<file path="config.mk">
export PLATFORM = sky130hd
export DESIGN_NAME = ahbl_to_apb_flat
export DESIGN_NICKNAME = d
export VERILOG_FILES = /design/src/rtl/ahbl_to_apb_if.sv /design/src/rtl/ahbl_to_apb.sv /design/src/flat_wrapper.sv
export SDC_FILE = /design/constraint.sdc
export NUM_CORES = 1
export LEC_CHECK = 0
export BUFFER_PORTS_ARGS = -buffer_cell sky130_fd_sc_hd__buf_2
export CORE_ASPECT_RATIO = 2
export CORE_MARGIN = 3
export CORE_UTILIZATION = 30
export CTS_CLUSTER_DIAMETER = 200
export DETAILED_ROUTE_END_ITERATION = 8
export PLACE_DENSITY = 0.66
export SETUP_SLACK_MARGIN = 0.05
export SKIP_LAST_GASP = 1
export SLEW_MARGIN = 5
export SYNTH_ARGS = -nofsm -noshare
export SYNTH_HDL_FRONTEND = slang
export SYNTH_SLANG_ARGS = --single-unit
</file>
<file path="constraint.sdc">
create_clock -name clk -period 2.6 [get_ports clk]
set_input_delay 0.26 -clock clk [delete_from_list [all_inputs] [get_ports clk]]
set_output_delay 0.26 -clock clk [all_outputs]
set_load 0.02 [all_outputs]
</file>
<file path="src/rtl/ahbl_to_apb_if.sv">
// AHB-Lite slave / APB master signal bundle for ahbl_to_apb; slave = bridge view,
// master = system view (drives AHB requests, acts as APB completer).
interface ahbl_to_apb_if #(
   parameter int W_HADDR = 32,
   parameter int W_PADDR = 16,
   parameter int W_DATA  = 32
);
   logic               ahbls_hready;
   logic               ahbls_hready_resp;
   logic               ahbls_hresp;
   logic [W_HADDR-1:0] ahbls_haddr;
   logic               ahbls_hwrite;
   logic [1:0]         ahbls_htrans;
   logic [2:0]         ahbls_hsize;
   logic [W_DATA-1:0]  ahbls_hwdata;
   logic [W_DATA-1:0]  ahbls_hrdata;

   logic [W_PADDR-1:0] apbm_paddr;
   logic               apbm_psel;
   logic               apbm_penable;
   logic               apbm_pwrite;
   logic [W_DATA-1:0]  apbm_pwdata;
   logic               apbm_pready;
   logic [W_DATA-1:0]  apbm_prdata;
   logic               apbm_pslverr;

   modport slave (
      input  ahbls_hready, ahbls_haddr, ahbls_hwrite, ahbls_htrans, ahbls_hsize, ahbls_hwdata,
      output ahbls_hready_resp, ahbls_hresp, ahbls_hrdata,
      output apbm_paddr, apbm_psel, apbm_penable, apbm_pwrite, apbm_pwdata,
      input  apbm_pready, apbm_prdata, apbm_pslverr
   );

   modport master (
      output ahbls_hready, ahbls_haddr, ahbls_hwrite, ahbls_htrans, ahbls_hsize, ahbls_hwdata,
      input  ahbls_hready_resp, ahbls_hresp, ahbls_hrdata,
      input  apbm_paddr, apbm_psel, apbm_penable, apbm_pwrite, apbm_pwdata,
      output apbm_pready, apbm_prdata, apbm_pslverr
   );
endinterface

</file>
<file path="src/rtl/ahbl_to_apb.sv">
// AHB-Lite single transfer -> APB SETUP/ACCESS; read done c3, write c4, +1 per APB wait; AHB held via hready_resp=0.
// AHBL_TO_APB_PSLVERR_EN maps pslverr to a two-cycle AHB ERROR; undefined, pslverr is ignored and hresp stays 0.
module ahbl_to_apb #(
   parameter int W_HADDR = 32,
   parameter int W_PADDR = 16,
   parameter int W_DATA  = 32
) (
   input logic           clk,
   input logic           rst_n,
   ahbl_to_apb_if.slave  bus
);

   typedef enum logic [2:0] {
      S_IDLE,
      S_WDATA,
      S_SETUP,
      S_ACCESS,
      S_ERR1,
      S_ERR2
   } state_t;

   state_t             state;
   logic               hready_resp_q;
   logic               hresp_q;
   logic [W_DATA-1:0]  hrdata_q;
   logic               psel_q;
   logic               penable_q;
   logic               pwrite_q;
   logic [W_PADDR-1:0] paddr_q;
   logic [W_DATA-1:0]  pwdata_q;
   logic               capture;
   logic               unused_bits;

   // New transfers are only taken when the data phase of the previous one is finishing.
   assign capture = ((state == S_IDLE) || (state == S_ERR2)) &&
                    bus.ahbls_hready && bus.ahbls_htrans[1];

   always_ff @(posedge clk or negedge rst_n) begin
      if (!rst_n) begin
         state         <= S_IDLE;
         hready_resp_q <= 1'b1;
         hresp_q       <= 1'b0;
         hrdata_q      <= '0;
         psel_q        <= 1'b0;
         penable_q     <= 1'b0;
         pwrite_q      <= 1'b0;
         paddr_q       <= '0;
         pwdata_q      <= '0;
      end else begin
         case (state)
            S_IDLE, S_ERR2: begin
               hresp_q <= 1'b0;
               if (capture) begin
                  paddr_q       <= bus.ahbls_haddr[W_PADDR-1:0];
                  pwrite_q      <= bus.ahbls_hwrite;
                  hready_resp_q <= 1'b0;
                  if (bus.ahbls_hwrite) begin
                     state <= S_WDATA;
                  end else begin
                     state  <= S_SETUP;
                     psel_q <= 1'b1;
                  end
               end else begin
                  state         <= S_IDLE;
                  hready_resp_q <= 1'b1;
               end
            end
            S_WDATA: begin
               pwdata_q <= bus.ahbls_hwdata;
               psel_q   <= 1'b1;
               state    <= S_SETUP;
            end
            S_SETUP: begin
               penable_q <= 1'b1;
               state     <= S_ACCESS;
            end
            S_ACCESS: begin
               if (bus.apbm_pready) begin
                  psel_q    <= 1'b0;
                  penable_q <= 1'b0;
`ifdef AHBL_TO_APB_PSLVERR_EN
                  if (bus.apbm_pslverr) begin
                     state   <= S_ERR1;
                     hresp_q <= 1'b1;
                  end else
`endif
                  begin
                     state         <= S_IDLE;
                     hready_resp_q <= 1'b1;
                     if (!pwrite_q) begin
                        hrdata_q <= bus.apbm_prdata;
                     end
                  end
               end
            end
            S_ERR1: begin
               // Second error cycle releases the master with hresp still high.
               state         <= S_ERR2;
               hready_resp_q <= 1'b1;
            end
            default: begin
               state         <= S_IDLE;
               hready_resp_q <= 1'b1;
               hresp_q       <= 1'b0;
               psel_q        <= 1'b0;
               penable_q     <= 1'b0;
            end
         endcase
      end
   end

   assign bus.ahbls_hready_resp = hready_resp_q;
   assign bus.ahbls_hresp       = hresp_q;
   assign bus.ahbls_hrdata      = hrdata_q;
   assign bus.apbm_paddr        = paddr_q;
   assign bus.apbm_psel         = psel_q;
   assign bus.apbm_penable      = penable_q;
   assign bus.apbm_pwrite       = pwrite_q;
   assign bus.apbm_pwdata       = pwdata_q;

`ifdef AHBL_TO_APB_PSLVERR_EN
   assign unused_bits = ^{bus.ahbls_hsize, bus.ahbls_htrans[0], bus.ahbls_haddr[W_HADDR-1:W_PADDR]};
`else
   assign unused_bits = ^{bus.ahbls_hsize, bus.ahbls_htrans[0], bus.ahbls_haddr[W_HADDR-1:W_PADDR],
                          bus.apbm_pslverr};
`endif

endmodule

</file>
<file path="src/flat_wrapper.sv">
// flat-port wrapper written by rule: the top's interface ports become plain ports
module ahbl_to_apb_flat 
#(
   parameter int W_HADDR = 32,
   parameter int W_PADDR = 16,
   parameter int W_DATA  = 32
)
  (clk, rst_n, bus_ahbls_hready, bus_ahbls_haddr, bus_ahbls_hwrite, bus_ahbls_htrans, bus_ahbls_hsize, bus_ahbls_hwdata, bus_ahbls_hready_resp, bus_ahbls_hresp, bus_ahbls_hrdata, bus_apbm_paddr, bus_apbm_psel, bus_apbm_penable, bus_apbm_pwrite, bus_apbm_pwdata, bus_apbm_pready, bus_apbm_prdata, bus_apbm_pslverr);
  ahbl_to_apb_if #(.W_HADDR(W_HADDR), .W_PADDR(W_PADDR), .W_DATA(W_DATA)) bus_i ();
  input logic clk;
  input logic rst_n;
  input wire logic [$bits(bus_i.ahbls_hready)-1:0] bus_ahbls_hready;
  input wire logic [$bits(bus_i.ahbls_haddr)-1:0] bus_ahbls_haddr;
  input wire logic [$bits(bus_i.ahbls_hwrite)-1:0] bus_ahbls_hwrite;
  input wire logic [$bits(bus_i.ahbls_htrans)-1:0] bus_ahbls_htrans;
  input wire logic [$bits(bus_i.ahbls_hsize)-1:0] bus_ahbls_hsize;
  input wire logic [$bits(bus_i.ahbls_hwdata)-1:0] bus_ahbls_hwdata;
  output wire logic [$bits(bus_i.ahbls_hready_resp)-1:0] bus_ahbls_hready_resp;
  output wire logic [$bits(bus_i.ahbls_hresp)-1:0] bus_ahbls_hresp;
  output wire logic [$bits(bus_i.ahbls_hrdata)-1:0] bus_ahbls_hrdata;
  output wire logic [$bits(bus_i.apbm_paddr)-1:0] bus_apbm_paddr;
  output wire logic [$bits(bus_i.apbm_psel)-1:0] bus_apbm_psel;
  output wire logic [$bits(bus_i.apbm_penable)-1:0] bus_apbm_penable;
  output wire logic [$bits(bus_i.apbm_pwrite)-1:0] bus_apbm_pwrite;
  output wire logic [$bits(bus_i.apbm_pwdata)-1:0] bus_apbm_pwdata;
  input wire logic [$bits(bus_i.apbm_pready)-1:0] bus_apbm_pready;
  input wire logic [$bits(bus_i.apbm_prdata)-1:0] bus_apbm_prdata;
  input wire logic [$bits(bus_i.apbm_pslverr)-1:0] bus_apbm_pslverr;
  assign bus_i.ahbls_hready = bus_ahbls_hready;
  assign bus_i.ahbls_haddr = bus_ahbls_haddr;
  assign bus_i.ahbls_hwrite = bus_ahbls_hwrite;
  assign bus_i.ahbls_htrans = bus_ahbls_htrans;
  assign bus_i.ahbls_hsize = bus_ahbls_hsize;
  assign bus_i.ahbls_hwdata = bus_ahbls_hwdata;
  assign bus_ahbls_hready_resp = bus_i.ahbls_hready_resp;
  assign bus_ahbls_hresp = bus_i.ahbls_hresp;
  assign bus_ahbls_hrdata = bus_i.ahbls_hrdata;
  assign bus_apbm_paddr = bus_i.apbm_paddr;
  assign bus_apbm_psel = bus_i.apbm_psel;
  assign bus_apbm_penable = bus_i.apbm_penable;
  assign bus_apbm_pwrite = bus_i.apbm_pwrite;
  assign bus_apbm_pwdata = bus_i.apbm_pwdata;
  assign bus_i.apbm_pready = bus_apbm_pready;
  assign bus_i.apbm_prdata = bus_apbm_prdata;
  assign bus_i.apbm_pslverr = bus_apbm_pslverr;
  ahbl_to_apb #(.W_HADDR(W_HADDR), .W_PADDR(W_PADDR), .W_DATA(W_DATA)) u_core (.clk(clk), .rst_n(rst_n), .bus(bus_i));
endmodule
</file>
# Yosys cells after proc, flatten, opt, wreduce, memory -nomap -nowiden
# Index checks and enable logic that the tools add are counted.
# word_totals
wordCells	45
register_bits	87
# op_classes
reduce_logical	13
n_eq_ne	8
mux	12
n_bitwise	4
# op_table
op	count
one-hot mux 3 bit (5 select lines)	1
equality test 3 x 2 -> 1 bit, second input constant	2
equality test 3 bit, second input constant	2
one-hot mux 1 bit (3 select lines)	2
AND reduction 2 bit	3
OR reduction 2 bit	3
two-way mux 1 bit	5
two-way mux 2 bit	2
inequality test 2 bit, second input constant	2
inverter 1 bit	4
one-hot mux 1 bit (4 select lines)	1
AND reduction 4 bit	1
OR reduction 4 bit	1
equality test 3 x 1 -> 1 bit, second input constant	1
zero test 3 bit	1
two-way mux 3 bit	1
AND reduction 3 bit	1
logical AND 1 bit	2
inequality test 2 x 1 -> 1 bit, second input constant	1
logical OR 1 bit	1

# Longest topological paths before layout
# logic_depth
word_depth	6
ltp_mapped	6
depth_no_buf	3

# Worst setup path before layout
# Ideal clock, no wire load.
# synth_path
path_type	reg-to-reg
startpoint	register u_core.state[1]
endpoint	register u_core.paddr_q[1] (netlist: u_core.bus.apbm_paddr[1])
slack_ns	1.054
t_arrival_ns	1.421
path_stages_with_launch	7
path_cell_list	dfrtp_1 -> buf_6 -> and3b_1 -> and3_1 -> buf_6 -> buf_12 -> mux2_4
# synth_between
elab_chain_len	5
# synth_lines
element	line_no	rtl
start: declaration	ahbl_to_apb.sv:22	state_t state;
start signal: assignment	ahbl_to_apb.sv:40	state <= S_IDLE;
start signal: assignment	ahbl_to_apb.sv:58	state <= S_WDATA;
start signal: assignment	ahbl_to_apb.sv:60	state <= S_SETUP;
equality test 3 bit or zero test 3 bit (tied branches)	ahbl_to_apb.sv:35, ahbl_to_apb.sv:50	
logical OR 1 bit	ahbl_to_apb.sv:35	assign capture = ((state == S_IDLE) || (state == S_ERR2)) &&
logical AND 1 bit	ahbl_to_apb.sv:35	
logical AND 1 bit	ahbl_to_apb.sv:36	bus.ahbls_hready && bus.ahbls_htrans[1];
AND reduction 2 bit (no source line) (*)	--	
end signal: assignment	ahbl_to_apb.sv:54	paddr_q <= bus.ahbls_haddr[W_PADDR-1:0];
end: declaration	ahbl_to_apb.sv:29	logic [W_PADDR-1:0] paddr_q;
# Every way passes the cells marked *; elsewhere a longest branch is shown, timed or not.
# A chain may end at the register's enable or synchronous reset.

# Worst setup path in the final report
# layout_path
startpoint	register u_core.state[2]
endpoint	register u_core.hrdata_q[13] (netlist: u_core.bus.ahbls_hrdata[13])
# layout_between
elab_chain_len	2
# layout_lines
element	line_no	rtl
equality test 3 x 2 -> 1 bit	ahbl_to_apb.sv:50	case (state)
AND reduction 3 bit (no source line)	--	
end signal: assignment	ahbl_to_apb.sv:91	hrdata_q <= bus.apbm_prdata;
end: declaration	ahbl_to_apb.sv:25	logic [W_DATA-1:0] hrdata_q;
# No other way between the ends.

==> results.yml <==
run_status:
  status: "completed"
floorplanning:
  initial_core_util_pct: 31.2
  die_h_um: 157
  core_sq_um: 11000
  fp-row-count: 54
  die_x_um: 81.6
  io_pins: 192
  die_area_sq_um: 12800
global_routing:
  overflow: 0
  grt_max_degree: 88
  grtUsageTotal_pct: 12.5
  grt_pass1_wl_mm: 12.0
  grt_pass1_vias: 2574
  antenna_found_initial: 0
timing:
  fin_skew_ns: 0.00676
  tns_ns: 0
  final.period_utilization_pct: 70.1
  hold_viol: 0
  slew_viol_final: 0
  fmax_ghz: 0.548
  rsz0062_at_grt: "false"
  holdWs_ns: 0.152
  setup_violations: 0
  fin_crit_ns: 1.82
synthesis:
  ys_ff_latch: 87
  yosys-top-cells-area: "dfrtp_1, mux2_2, mux2_4"
  synth_cell_types: 31
  avgSynthCellArea_sq_um: 16.4
  ys_seq_area_share_pct: 63.4
  synth.top_cell.area_share_pct: 62.7
  yosysMostFrequentCell: "dfrtp_1"
  synth_enable_flop_cells: 0
  ys.flop_type: "dfrtp_1"
  synthCells: 209
  syn_nets: 316
  synth_top_cell_by_area: "dfrtp_1"
  synth_commonest_cells: "dfrtp_1, mux2_2, mux2_4"
  async_flop_share_pct: 100
  synth_warnings: 0
  synth_area_sq_um: 3430
clocking:
  clkTransAtPathRegs_ns: 0.06
  clk_latency_ns: 0.33
  clock_path_buffers: 2
  ctsResizeCount: 0
  cts_root_buf: "clkbuf_16"
  ctsHtreeMaxLevel: 3
  cts_sinks: 87
  cts_setup_buffers: 0
  numCtsBuffers: 9
  cts_tree: "done"
worst_setup_path:
  arrival_ns: 2.03
  critPathRequiredTime_ns: 2.81
  cp_max_fo: 32
  reg2reg_depth: 4
  cp-end-kind: "flip-flop"
  cp-start-kind: "flip-flop"
  crit_type: "flip-flop to flip-flop"
  crit_path_cell_trace: "nand4b_1 -> nor2_4 -> buf_4 -> mux2_2"
  cpMaxStageDelayCell: "dfrtp_1"
  max_stage_delay_ns: 0.50
power:
  ir_worst_vdd_mv: 0.543
  powerDensity_nw_per_um2: 1360
  p_leak_uw: 0.00229
  power.total_uw: 6340
finish:
  final_cells: 528
  syn_to_final_growth_pct: 36.2
  nNetsFinal: 490
  drive_above_1_share_pct: 69.3
  num_antenna_cells: 0
placement:
  place_inst: 511
  port_buffers: 169
  gp_congestion: 0.761
  dp_hpwl_mm: 5.98
routing:
  drt-total-wl_mm: 7.82
  ant_nets: 0
  dr_total_vias: 2350
  drc: 0
  viasPerCell: 4.45
  first_iter_violations: 91
  drtPass1Iterations: 4
  wl_per_cell_um: 14.8
job:
  cap_violations: 0
hold_path:
  min_path_cells: 2
  min_path_type: "input pin to flip-flop"
==> per-stage QoR <==
stage               util [%]  area [sq um]  setup WS [ns]
floorplan                  -          3430           1.05
global placement        39.8          4390          0.819
detailed placement      39.8          4390          0.779
CTS                     42.5          4680          0.765
global route            42.5          4680          0.638
finish                  42.5          4680          0.777
==> placed cells by master (no fill, tap or decap), drive strengths merged, types with 2 or more instances in the layout <==
master,n
a21oi,2
nor2,4
and3b,2
inv,2
and3,2
nand4b,2
clkinvlp,3
nand2b,3
mux2,81
clkbuf,12
dfrtp,86
buf,173
==> cells by family after synthesis <==
| logic type | share of synthesized area (%) |
|---|---|
| DFF | 63.4 |
| and+or+nand+nor | 4.26 |
| other | 0.109 |
| buffers and inverters | 3.46 |
| AOI/OAI and AO/OA | 1.17 |
| muxes | 27.6 |
==> metal layers <==
layer / routed length, um / part of all wire, % / vias up / track usage [%]
met1: 2520 / 32 / 1157 / 11.7
met2: 4500 / 57 / 99 / 23.2
met5: 0 / 0 / - / 0
li1: - / - / 1074 / -
met4: 361 / 4.6 / 0 / 8.64
met3: 446 / 5.7 / 20 / 2.52
==> area by class of cell <==
| type | instances | area (sq um) |
|---|---|---|
| inverters | 2 | 7.51 |
| flip-flops and latches | 87 | 2180 |
| clock buffers | 12 | 246 |
| multi-input cells | 109 | 1140 |
| well taps | 140 | 175 |
| repair buffers | 174 | 901 |
| fillers | 1050 | 6340 |
| clock inverters | 4 | 31.3 |
==> what timing repair did <==
action | 4_1_cts | 5_1_grt
endpoints found under the setup margin | 0 | 0
hold buffers | 1 | 0
endpoints found under the hold margin | 86 | 0
==> final timing paths <==
| kind | start | endpoint | slack (ns) |
|---|---|---|---|
| worst min-delay path | bus_ahbls_hwdata[5] | u_core.bus.apbm_pwdata[5] | 0.15 |
| worst min register to register | u_core.bus.apbm_pwdata[5] | u_core.bus.apbm_pwdata[5] | 0.49 |
| worst max-delay path | u_core.state[2] | u_core.bus.ahbls_hrdata[13] | 0.78 |
| max in group asynchronous | rst_n | u_core.bus.ahbls_hrdata[6] | 1.72 |
| worst max register to register | u_core.state[2] | u_core.bus.ahbls_hrdata[13] | 0.78 |
| min in group asynchronous | rst_n | u_core.bus.apbm_pwdata[16] | 0.50 |
==> sequential cells by signal (all words and copies together) (netlist names) <==
signal and flops:
u_core.bus.ahbls_hrdata 32, u_core.bus.ahbls_hready_resp 1, u_core.bus.apbm_paddr 16, u_core.bus.apbm_penable 1, u_core.bus.apbm_psel 1, u_core.bus.apbm_pwdata 32
u_core.bus.apbm_pwrite 1, u_core.state 3
==> where the power goes <==
part	internal [uW]	switching, uW	leakage, uW
clock network	676	507	0.000125
logic	1230	1550	0.00113
registers	2040	333	0.00103
total	3950	2390	0.00229
==> critical path: cells and delay by family, from the launching register on <==
family | cells | cell delay (ns)
buffers and inverters | 1 | 0.37
multiplexers | 1 | 0.39
AND/OR/NAND/NOR | 2 | 0.42
flip-flops | 1 | 0.50
(Power assumes the default switching activity.)
